[src/rtl/fp_pkg.sv]
// rtl/fp_pkg.sv - shared widths, flag bit indices and unpacked operand type for fp_addsub_pipe
package fp_pkg;

    localparam int EXP_W_DEF = 8;
    localparam int MAN_W_DEF = 23;

    localparam int FLAG_ZERO = 0;
    localparam int FLAG_UNF  = 1;
    localparam int FLAG_OVF  = 2;

    // Default-width operand view; mant carries the hidden bit at its MSB.
    typedef struct packed {
        logic                 sign;
        logic [EXP_W_DEF-1:0] exp;
        logic [MAN_W_DEF:0]   mant;
    } fp_unpacked_t;

endpackage

[src/rtl/fp_lzc.sv]
// rtl/fp_lzc.sv - leading-zero counter; returns WIDTH for an all-zero input
module fp_lzc #(
    parameter int WIDTH = 27,
    parameter int CNT_W = $clog2(WIDTH + 1)
) (
    input  logic [WIDTH-1:0] i_data,
    output logic [CNT_W-1:0] o_count
);

    always_comb begin
        o_count = CNT_W'(WIDTH);
        for (int i = 0; i < WIDTH; i++) begin
            if (i_data[i]) o_count = CNT_W'(WIDTH - 1 - i);
        end
    end

endmodule

[src/rtl/fp_addsub_pipe.sv]
// rtl/fp_addsub_pipe.sv - 3-stage flush-to-zero FP add/sub pipeline with global stall
// FP_ADDSUB_RNE_EN selects round-to-nearest-even; otherwise results are truncated.
module fp_addsub_pipe
    import fp_pkg::*;
#(
    parameter int EXP_W = EXP_W_DEF,
    parameter int MAN_W = MAN_W_DEF
) (
    input  logic                   clk,
    input  logic                   rst,
    input  logic                   in_valid,
    output logic                   in_ready,
    input  logic [EXP_W+MAN_W:0]   A,
    input  logic [EXP_W+MAN_W:0]   B,
    input  logic                   addsub,
    output logic                   out_valid,
    input  logic                   out_ready,
    output logic [EXP_W+MAN_W:0]   result,
    output logic [2:0]             flags
);

    localparam int W       = 1 + EXP_W + MAN_W;
    localparam int M       = MAN_W + 1;
    localparam int E       = M + 3;
    localparam int SH_MAX  = MAN_W + 3;
    localparam int SHW     = $clog2(SH_MAX + 1);
    localparam int LZW     = $clog2(E + 1);
    localparam int XW      = EXP_W + 2;
    localparam int EXP_MAX = (1 << EXP_W) - 1;

    typedef struct packed {
        logic             sign;
        logic [EXP_W-1:0] exp;
        logic [M-1:0]     mant;
    } op_t;

    function automatic op_t unpack_op(input logic [W-1:0] x, input logic neg);
        op_t u;
        u.sign = x[W-1] ^ neg;
        u.exp  = x[W-2:MAN_W];
        u.mant = (x[W-2:MAN_W] == '0) ? '0 : {1'b1, x[MAN_W-1:0]};
        return u;
    endfunction

    logic             w_adv;
    op_t              w_a;
    op_t              w_b;
    op_t              w_big;
    op_t              w_small;
    logic             w_a_big;
    logic [EXP_W-1:0] w_diff;
    logic [SHW-1:0]   w_sh;
    logic [2*E-1:0]   w_wide;
    logic [E-1:0]     w_small_al;

    logic             r1_valid;
    logic             r1_sign;
    logic             r1_sub;
    logic [EXP_W-1:0] r1_exp;
    logic [E-1:0]     r1_big;
    logic [E-1:0]     r1_small;

    logic [E:0]       w_sum;
    logic             r2_valid;
    logic             r2_sign;
    logic [EXP_W-1:0] r2_exp;
    logic [E:0]       r2_sum;

    logic [LZW-1:0]   w_lz;
    logic [E-1:0]     w_norm;
    logic [XW-1:0]    w_nexp;
    logic             w_rup;
    logic [M:0]       w_rnd;
    logic [XW-1:0]    w_fexp;
    logic [MAN_W-1:0] w_fman;
    logic [W-1:0]     w_result;
    logic [2:0]       w_flags;
    logic             w_unused_grs;

    logic             r_out_valid;
    logic [W-1:0]     r_result;
    logic [2:0]       r_flags;

    assign w_adv     = !r_out_valid || out_ready;
    assign in_ready  = w_adv;
    assign out_valid = r_out_valid;
    assign result    = r_result;
    assign flags     = r_flags;

    // S1: magnitude order on raw {exp,man}, ties keep A as the larger operand.
    always_comb begin
        w_a        = unpack_op(A, 1'b0);
        w_b        = unpack_op(B, addsub);
        w_a_big    = (A[W-2:0] >= B[W-2:0]);
        w_big      = w_a_big ? w_a : w_b;
        w_small    = w_a_big ? w_b : w_a;
        w_diff     = w_big.exp - w_small.exp;
        w_sh       = (int'(w_diff) > SH_MAX) ? SHW'(SH_MAX) : SHW'(w_diff);
        w_wide     = {w_small.mant, 3'b000, {E{1'b0}}} >> w_sh;
        w_small_al = {w_wide[2*E-1:E+1], w_wide[E] | (|w_wide[E-1:0])};
    end

    // S2
    assign w_sum = r1_sub ? ({1'b0, r1_big} - {1'b0, r1_small})
                          : ({1'b0, r1_big} + {1'b0, r1_small});

    // S3
    fp_lzc #(
        .WIDTH (E),
        .CNT_W (LZW)
    ) u_lzc (
        .i_data  (r2_sum[E-1:0]),
        .o_count (w_lz)
    );

    always_comb begin
        if (r2_sum[E]) begin
            w_norm = {r2_sum[E:2], r2_sum[1] | r2_sum[0]};
            w_nexp = {2'b00, r2_exp} + XW'(1);
        end else begin
            w_norm = r2_sum[E-1:0] << w_lz;
            w_nexp = {2'b00, r2_exp} - XW'(w_lz);
        end
`ifdef FP_ADDSUB_RNE_EN
        w_rup = w_norm[2] & (w_norm[1] | w_norm[0] | w_norm[3]);
`else
        w_rup = 1'b0;
`endif
        w_rnd  = {1'b0, w_norm[E-1:3]} + (M+1)'(w_rup);
        w_fexp = w_nexp + XW'(w_rnd[M]);
        w_fman = w_rnd[M] ? w_rnd[MAN_W:1] : w_rnd[MAN_W-1:0];
    end

    assign w_unused_grs = ^w_norm[2:0];

    always_comb begin
        w_result = '0;
        w_flags  = '0;
        if (r2_sum == '0) begin
            w_flags[FLAG_ZERO] = 1'b1;
        end else if (!w_fexp[XW-1] && (w_fexp >= XW'(EXP_MAX))) begin
            w_result           = {r2_sign, {EXP_W{1'b1}}, {MAN_W{1'b0}}};
            w_flags[FLAG_OVF]  = 1'b1;
        end else if (w_fexp[XW-1] || (w_fexp == '0)) begin
            w_result           = {r2_sign, {(W-1){1'b0}}};
            w_flags[FLAG_UNF]  = 1'b1;
        end else begin
            w_result           = {r2_sign, w_fexp[EXP_W-1:0], w_fman};
        end
    end

    always_ff @(posedge clk) begin
        if (rst) begin
            r1_valid    <= 1'b0;
            r1_sign     <= 1'b0;
            r1_sub      <= 1'b0;
            r1_exp      <= '0;
            r1_big      <= '0;
            r1_small    <= '0;
            r2_valid    <= 1'b0;
            r2_sign     <= 1'b0;
            r2_exp      <= '0;
            r2_sum      <= '0;
            r_out_valid <= 1'b0;
            r_result    <= '0;
            r_flags     <= '0;
        end else if (w_adv) begin
            r1_valid    <= in_valid;
            r1_sign     <= w_big.sign;
            r1_sub      <= w_big.sign ^ w_small.sign;
            r1_exp      <= w_big.exp;
            r1_big      <= {w_big.mant, 3'b000};
            r1_small    <= w_small_al;
            r2_valid    <= r1_valid;
            r2_sign     <= r1_sign;
            r2_exp      <= r1_exp;
            r2_sum      <= w_sum;
            r_out_valid <= r2_valid;
            r_result    <= w_result;
            r_flags     <= w_flags;
        end
    end

endmodule

[config.mk]
export PLATFORM = sky130hd
export DESIGN_NAME = fp_addsub_pipe
export DESIGN_NICKNAME = d
export VERILOG_FILES = /design/src/rtl/fp_pkg.sv /design/src/rtl/fp_lzc.sv /design/src/rtl/fp_addsub_pipe.sv
export SDC_FILE = /design/constraint.sdc
export NUM_CORES = 1
export LEC_CHECK = 0
export ABC_AREA = 1
export CELL_PAD_IN_SITES_DETAIL_PLACEMENT = 1
export CELL_PAD_IN_SITES_GLOBAL_PLACEMENT = 1
export CORE_MARGIN = 1.5
export CORE_UTILIZATION = 42
export CTS_BUF_LIST = sky130_fd_sc_hd__clkbuf_4 sky130_fd_sc_hd__clkbuf_8 sky130_fd_sc_hd__clkbuf_16
export DETAILED_ROUTE_END_ITERATION = 16
export PLACE_DENSITY = 0.95
export SYNTH_ARGS = -nofsm -noshare
export SYNTH_HDL_FRONTEND = slang
export SYNTH_SLANG_ARGS = --single-unit
export TNS_END_PERCENT = 1
[constraint.sdc]
create_clock -name clk -period 6.1 [get_ports clk]
set_clock_uncertainty 0.05 [all_clocks]
set_input_delay 0.61 -clock clk [delete_from_list [all_inputs] [get_ports clk]]
set_output_delay 0.61 -clock clk [all_outputs]
set_load 0.005 [all_outputs]
; ---- Yosys cells after proc, flatten, opt, wreduce, memory -nomap -nowiden
; Cells that the tools add are included.
[totals]
ff_bits = 136
out_inout_bits = 37
in_bits = 69
elab_cells = 80
[op_classes]
order_cmp = 3
n_bitwise = 4
add_sub_neg = 5
n_reduce_logical = 10
n_mux = 43
shift = 2
[ops]
columns = operator, n
row1 = 5-bit 2-to-1 mux, 17
row2 = 33-bit 2-to-1 mux, 2
row3 = 31-bit 2-to-1 mux, 2
row4 = 54-bit by 5-bit right shift with 54-bit output, 1
row5 = 24-bit 2-to-1 mux, 2
row6 = 32-bit 2-to-1 mux, 1
row7 = 4-bit 2-to-1 mux, 8
row8 = 31-bit greater-or-equal comparator, 1
row9 = 27-bit by 27-bit adder with 28-bit output, 1
row10 = 28-bit zero test, 1
row11 = 28-bit 2-to-1 mux, 1
row12 = 27-bit by 27-bit subtractor with 28-bit output, 1
row13 = 27-bit OR reduction, 1
row14 = 27-bit by 5-bit << shifter with 26-bit output, 1
row15 = 26-bit 2-to-1 mux, 1
row16 = 8-bit zero test, 2
row17 = "10-bit by 8-bit greater-or-equal comparator with 1-bit output, second input constant", 1
row18 = 10-bit zero test, 1
row19 = 10-bit 2-to-1 mux, 1
row20 = "8-bit by 1-bit adder with 9-bit output, second input constant", 1
row21 = 8-bit by 5-bit subtractor with 9-bit output, 1
row22 = "8-bit by 5-bit > comparator with 1-bit output, second input constant", 1
row23 = 8-bit subtractor, 1
row24 = 2-bit 2-to-1 mux, 3
row25 = 6 further kinds, 14

; ---- Logic depth before layout (Yosys ltp)
[logic_depth]
ltp_word = 34
ltp_mapped = 49
depth_no_buf = 47

; ---- By module
; A second synthesis with hierarchy kept.
[unflattened]
cells_unflattened = 2077
hier_area_um2 = 12578.3
[modules_own_cells]
columns = module, seq_area_each_um2, area_per_inst_um2, n_inst, cells_each
row1 = fp_addsub_pipe, 2722.6, 12225.5, 1, 1997
row2 = fp_lzc, 0.0, 352.8, 1, 80

; ---- Worst setup path after synthesis
; OpenSTA, ideal clock, no wires.
[synth_path]
path_kind = register to register
from = register r2_sum[0]
to = register r_result[12] (netlist: result[12])
setup_ns = 0.070
arrival_ns = 4.536
setup_slack_ns = 1.443
stages_incl_launch_ff = 47
t_required_ns = 5.980
period_less_slack_ns = 4.657
path_buffers = 2
path_cell_list = dfxtp_1 > nand2_1 > nand2_1 > nand2_1 > nand2_1 > nand2_1 > nand2_1 > nand2_1 > nand2_1 > nand2_1 > nand2_1 > nand2_1 > nand2_1 > nand2_1 > nand2_1 > nand2_1 > nand2_1 > nand2_1 > [11 not listed] > inv_1 > a21oi_1 > o21bai_1 > inv_1 > nor2_1 > inv_1 > nand2_1 > o21ai_0 > xor2_1 > nor4_1 > nand3_1 > nand2_1 > nor3_2 > inv_1 > clkbuf_1 > a21oi_1 > nand2_1 > a21oi_1
[synth_between]
elab_chain_len = 34
word_cells_on_any_way = 40
classes_between = add/sub (1) / order compare (1) / shift (1) / mux (32) / reduce/logical (5)
[synth_rtl]
columns = item, line_no
row1 = "start, declared", fp_addsub_pipe.sv:67  ; logic [E:0] r2_sum;
row2 = "start signal, assigned", fp_addsub_pipe.sv:177  ; r2_sum <= w_sum;
row3 = branches (longest 33 deep; another with 5-bit 2-to-1 mux), -
row4 = 32-bit 2-to-1 mux (*), fp_addsub_pipe.sv:139  ; if (r2_sum == '0) begin
row5 = "end signal, assigned", fp_addsub_pipe.sv:179  ; r_result <= w_result;
row6 = "end, declared", fp_addsub_pipe.sv:81  ; logic [W-1:0] r_result;
; Every way passes the cells marked *.
; A chain may end at the register's enable or synchronous reset.

; ---- Final worst setup path
[layout_path]
from = input port B[29]
to = register r1_small[0]
[layout_between]
elab_chain_len = 8
word_cells_on_any_way = 11
classes_between = add/sub (1) / order compare (2) / shift (1) / mux (4) / bitwise (1) / reduce/logical (2)
[layout_rtl]
columns = item, line_no
row1 = "start, declared", fp_addsub_pipe.sv:14  ; input logic [EXP_W+MAN_W:0] B,
row2 = 31-bit greater-or-equal comparator, fp_addsub_pipe.sv:94  ; w_a_big = (A[W-2:0] >= B[W-2:0]);
row3 = 33-bit 2-to-1 mux (on tied branches), "fp_addsub_pipe.sv:95, fp_addsub_pipe.sv:96"
row4 = 8-bit subtractor, fp_addsub_pipe.sv:97  ; w_diff = w_big.exp - w_small.exp;
row5 = 8-bit by 5-bit > comparator with 1-bit output, fp_addsub_pipe.sv:98  ; w_sh = (int'(w_diff) > SH_MAX) ? SHW'(SH_MAX) : SHW'(w_diff);
row6 = 5-bit 2-to-1 mux, fp_addsub_pipe.sv:98
row7 = 54-bit by 5-bit right shift with 54-bit output (*), fp_addsub_pipe.sv:99  ; w_wide = {w_small.mant, 3'b000, {E{1'b0}}} >> w_sh;
row8 = 27-bit OR reduction, fp_addsub_pipe.sv:100  ; w_small_al = {w_wide[2*E-1:E+1], w_wide[E] | (|w_wide[E-1:0])};
row9 = 1-bit bitwise OR (*), fp_addsub_pipe.sv:100
row10 = "end signal, assigned", fp_addsub_pipe.sv:173  ; r1_small <= w_small_al;
row11 = "end, declared", fp_addsub_pipe.sv:61  ; logic [E-1:0] r1_small;
; Mark *: on every way between the ends. The rest lies on a longest branch, timed or not.

==> run_results.csv <==
group,metric,value,unit
place,placedInstanceArea,0.0140,sq mm
drt,topRoutingLayerUsed,"met4",
drt,routedWlPerCell,20.1,um
drt,wl_met3,2530,um
die,std_cell_rows,63,
die,core-area,0.0297,sq mm
sta,post-route-period-util,88.8,%
layout,syn_to_final_growth,15.1,%
drt,met2WireLength,25100,um
outcome,status,"complete, no violations",
logic_synthesis,post-synth-top-area-fraction,21.4,%
cts,cts_tree,"built",
cts,cts_resized,0,
cts,clockBufferDepth,2,
global_route,grt_use_total,34.0,%
worst_setup_path,crit_type,"in -> reg",
drt,drtPass1Iterations,7,
drt,via_per_inst,5.84,
drt,wirelength,52200,um
sta,fin_setup_tns,0,ns
layout,final_common_cell,"nand2_1",
power,ir_worst_vdd,0.212,mV
logic_synthesis,yosysUniqueCellTypes,46,
sta,slew_headroom,22.8,%
worst_setup_path,worstSetupStartpointType,"input pin",
cts,path_clk_slew,0.06,ns
drt,initialDrtViolationCount,1131,
logic_synthesis,synth.largest_area_cell,"dfxtp_1",
sta,worst_pin_slew,1.15,ns
place,dp_slack,0.362,ns
power,p_total,4.97,mW
cts,cts-root-buf,"clkbuf_16",
drt,num_vias,15200,
die,die_area,0.0313,sq mm
global_route,grt_max_degree,99,
sta,hold_viol,0,
worst_setup_path,critPathTopFamily,"simple AND/OR/NAND/NOR gates",
logic_synthesis,syn_avg_cell_area,5.91,sq um
die,initial_core_util,42.8,%
sta,min_period,5.42,ns
job,maxCapViolations,0,
cts,holdBufCountCts,0,
logic_synthesis,ys_warn_count,0,
sta,finalSetupViolations,0,
layout,drive_gt1_share,3.81,%
die,die_w,177,um
sta,fmax,185,MHz
global_route,antenna_found_initial,0,
layout,fin_area,0.0146,sq mm
power,power_density,340,mW/mm^2
worst_setup_path,cpMaxStageDelayCell,"clkdlybuf4s50_1",
layout,final_cell_mix,"nand2_1 (594), nand3_1 (291), inv_1 (284)",
cts,postCtsSetupBuffers,0,
hold_path,hp-class,"reg -> reg",
logic_synthesis,synth_edf_count,0,
logic_synthesis,synth_area,0.0127,sq mm
logic_synthesis,synthArstFlopShare,0,%
global_route,overflow,0,
power,leakage,7.35,nW
die,fp.dieH,177,um
worst_setup_path,cp.arrival,5.75,ns
worst_setup_path,end_kind,"flop",
worst_setup_path,path_common_cell,"nand2_1",
drt,wl_met1,21500,um
worst_setup_path,slowest_delay,0.51,ns
sta,slew_viol_final,0,
place,hpwl,39500,um
cts,cts.sinks,136,
layout,layout.nets,2353,
logic_synthesis,ys_top_cells_by_area,"dfxtp_1 (21%), nand2_1 (18%), nand3_1 (11%)",
cts,clk_latency,0.45,ns
cts,htreeDepth,4,
layout,n_antenna_cell,0,
drt,drc,0,
worst_setup_path,critPathBufInv,4,
place,place.port_buffers,105,
sta,setup_slack,0.682,ns
global_route,grt_pass1_wl,83500,um
logic_synthesis,ys.flop_type,"dfxtp_1",
logic_synthesis,ys_seq_elements,136,
worst_setup_path,cp_max_fo,26,
logic_synthesis,synth_cells,2150,
drt,ant_nets,0,
global_route,grt_pass1_vias,15700,
place,routabilityCongestion,0.975,
worst_setup_path,cp.required,6.43,ns
logic_synthesis,syn_nets,2309,
logic_synthesis,seq_area_frac_synth,21.4,%
die,pin_count,106,
layout,final_util,49.2,%
sta,rsz0062_at_grt,"false",
cts,cts_buffers,17,
## cell usage after synthesis, types with 14 or more instances
library cell,count
ha_1,88
clkbuf_1,79
nor2_1,109
o221ai_1,14
o211ai_1,40
nand3_1,291
dfxtp_1,136
buf_2,18
a31oi_1,22
inv_1,285
o31ai_1,16
xor2_1,20
a21oi_1,175
o21ai_0,136
nand2_1,594
nand4_1,38
## flip-flops by register name (all words and copies together) (netlist names), 3 cells and up
name and flops:
r1_exp 8, flags 3, r1_small 27, r1_big 24, result 32, r2_exp 8
r2_sum 28
## power breakdown
| group | total [mW] | internal (mW) | switching, mW |
|---|---|---|---|
| sequential | 1.17 | 1.04 | 0.134 |
| combinational | 2.66 | 0.909 | 1.75 |
| clock | 1.14 | 0.696 | 0.444 |
| total | 4.97 | 2.64 | 2.33 |
## through the flow
| stage | cells | hold slack (ns) |
|---|---|---|
| after detailed placement | 2565 | 0.408 |
| after floorplan | 2150 | 0.380 |
| final | 2596 | 0.417 |
| after CTS | 2596 | 0.418 |
| after global routing | 2596 | 0.428 |
| after global placement | 2565 | 0.401 |
## layout make-up
type                    count  area (sq um)
clock inverters            12           176
fillers                  4124         15100
flip-flops and latches    136          2720
clock buffers              19           447
well taps                 390           488
multi-input cells        1614          8440
repair buffers            132          1250
inverters                 293          1100
## cell families after synthesis
kind of cell	after synthesis	share of synthesized area [%]
flops	136	21.4
fa+ha+maj	90	8.98
compound gates	439	19.8
simple gates	1065	36.2
buf+inv	400	12.2
xor+xnor	20	1.38
## worst reg2reg max path, delay by kind of cell, from the launching register on
family | cells | cell delay [ns]
flip-flops | 1 | 0.45
XOR/XNOR | 1 | 0.35
adder cells (fa/ha/maj) | 2 | 0.62
buffers and inverters | 4 | 0.54
AO/OA/AOI/OAI | 5 | 0.70
AND/OR/NAND/NOR | 32 | 2.47
## final timing paths
kind	startpoint	end	slack, ns	cells past startpoint
setup reg to reg	r2_sum[0]$_SDFFE_PP0P_	result[16]$_SDFFE_PP0P_	0.85	44
hold / removal	result[15]$_SDFFE_PP0P_	result[15]$_SDFFE_PP0P_	0.42	2
hold reg to reg	result[15]$_SDFFE_PP0P_	result[15]$_SDFFE_PP0P_	0.42	2
setup / recovery	B[29]	r1_small[0]$_SDFFE_PP0P_	0.68	33
## per-layer routing
metal  vias to the layer above  track usage [%]
met5                         -                0
met3                       149             4.38
li1                       7210                -
met4                         0             20.0
met1                      7325             40.0
met2                       485             59.0
Note: power is estimated with default switching activity, not from simulation.
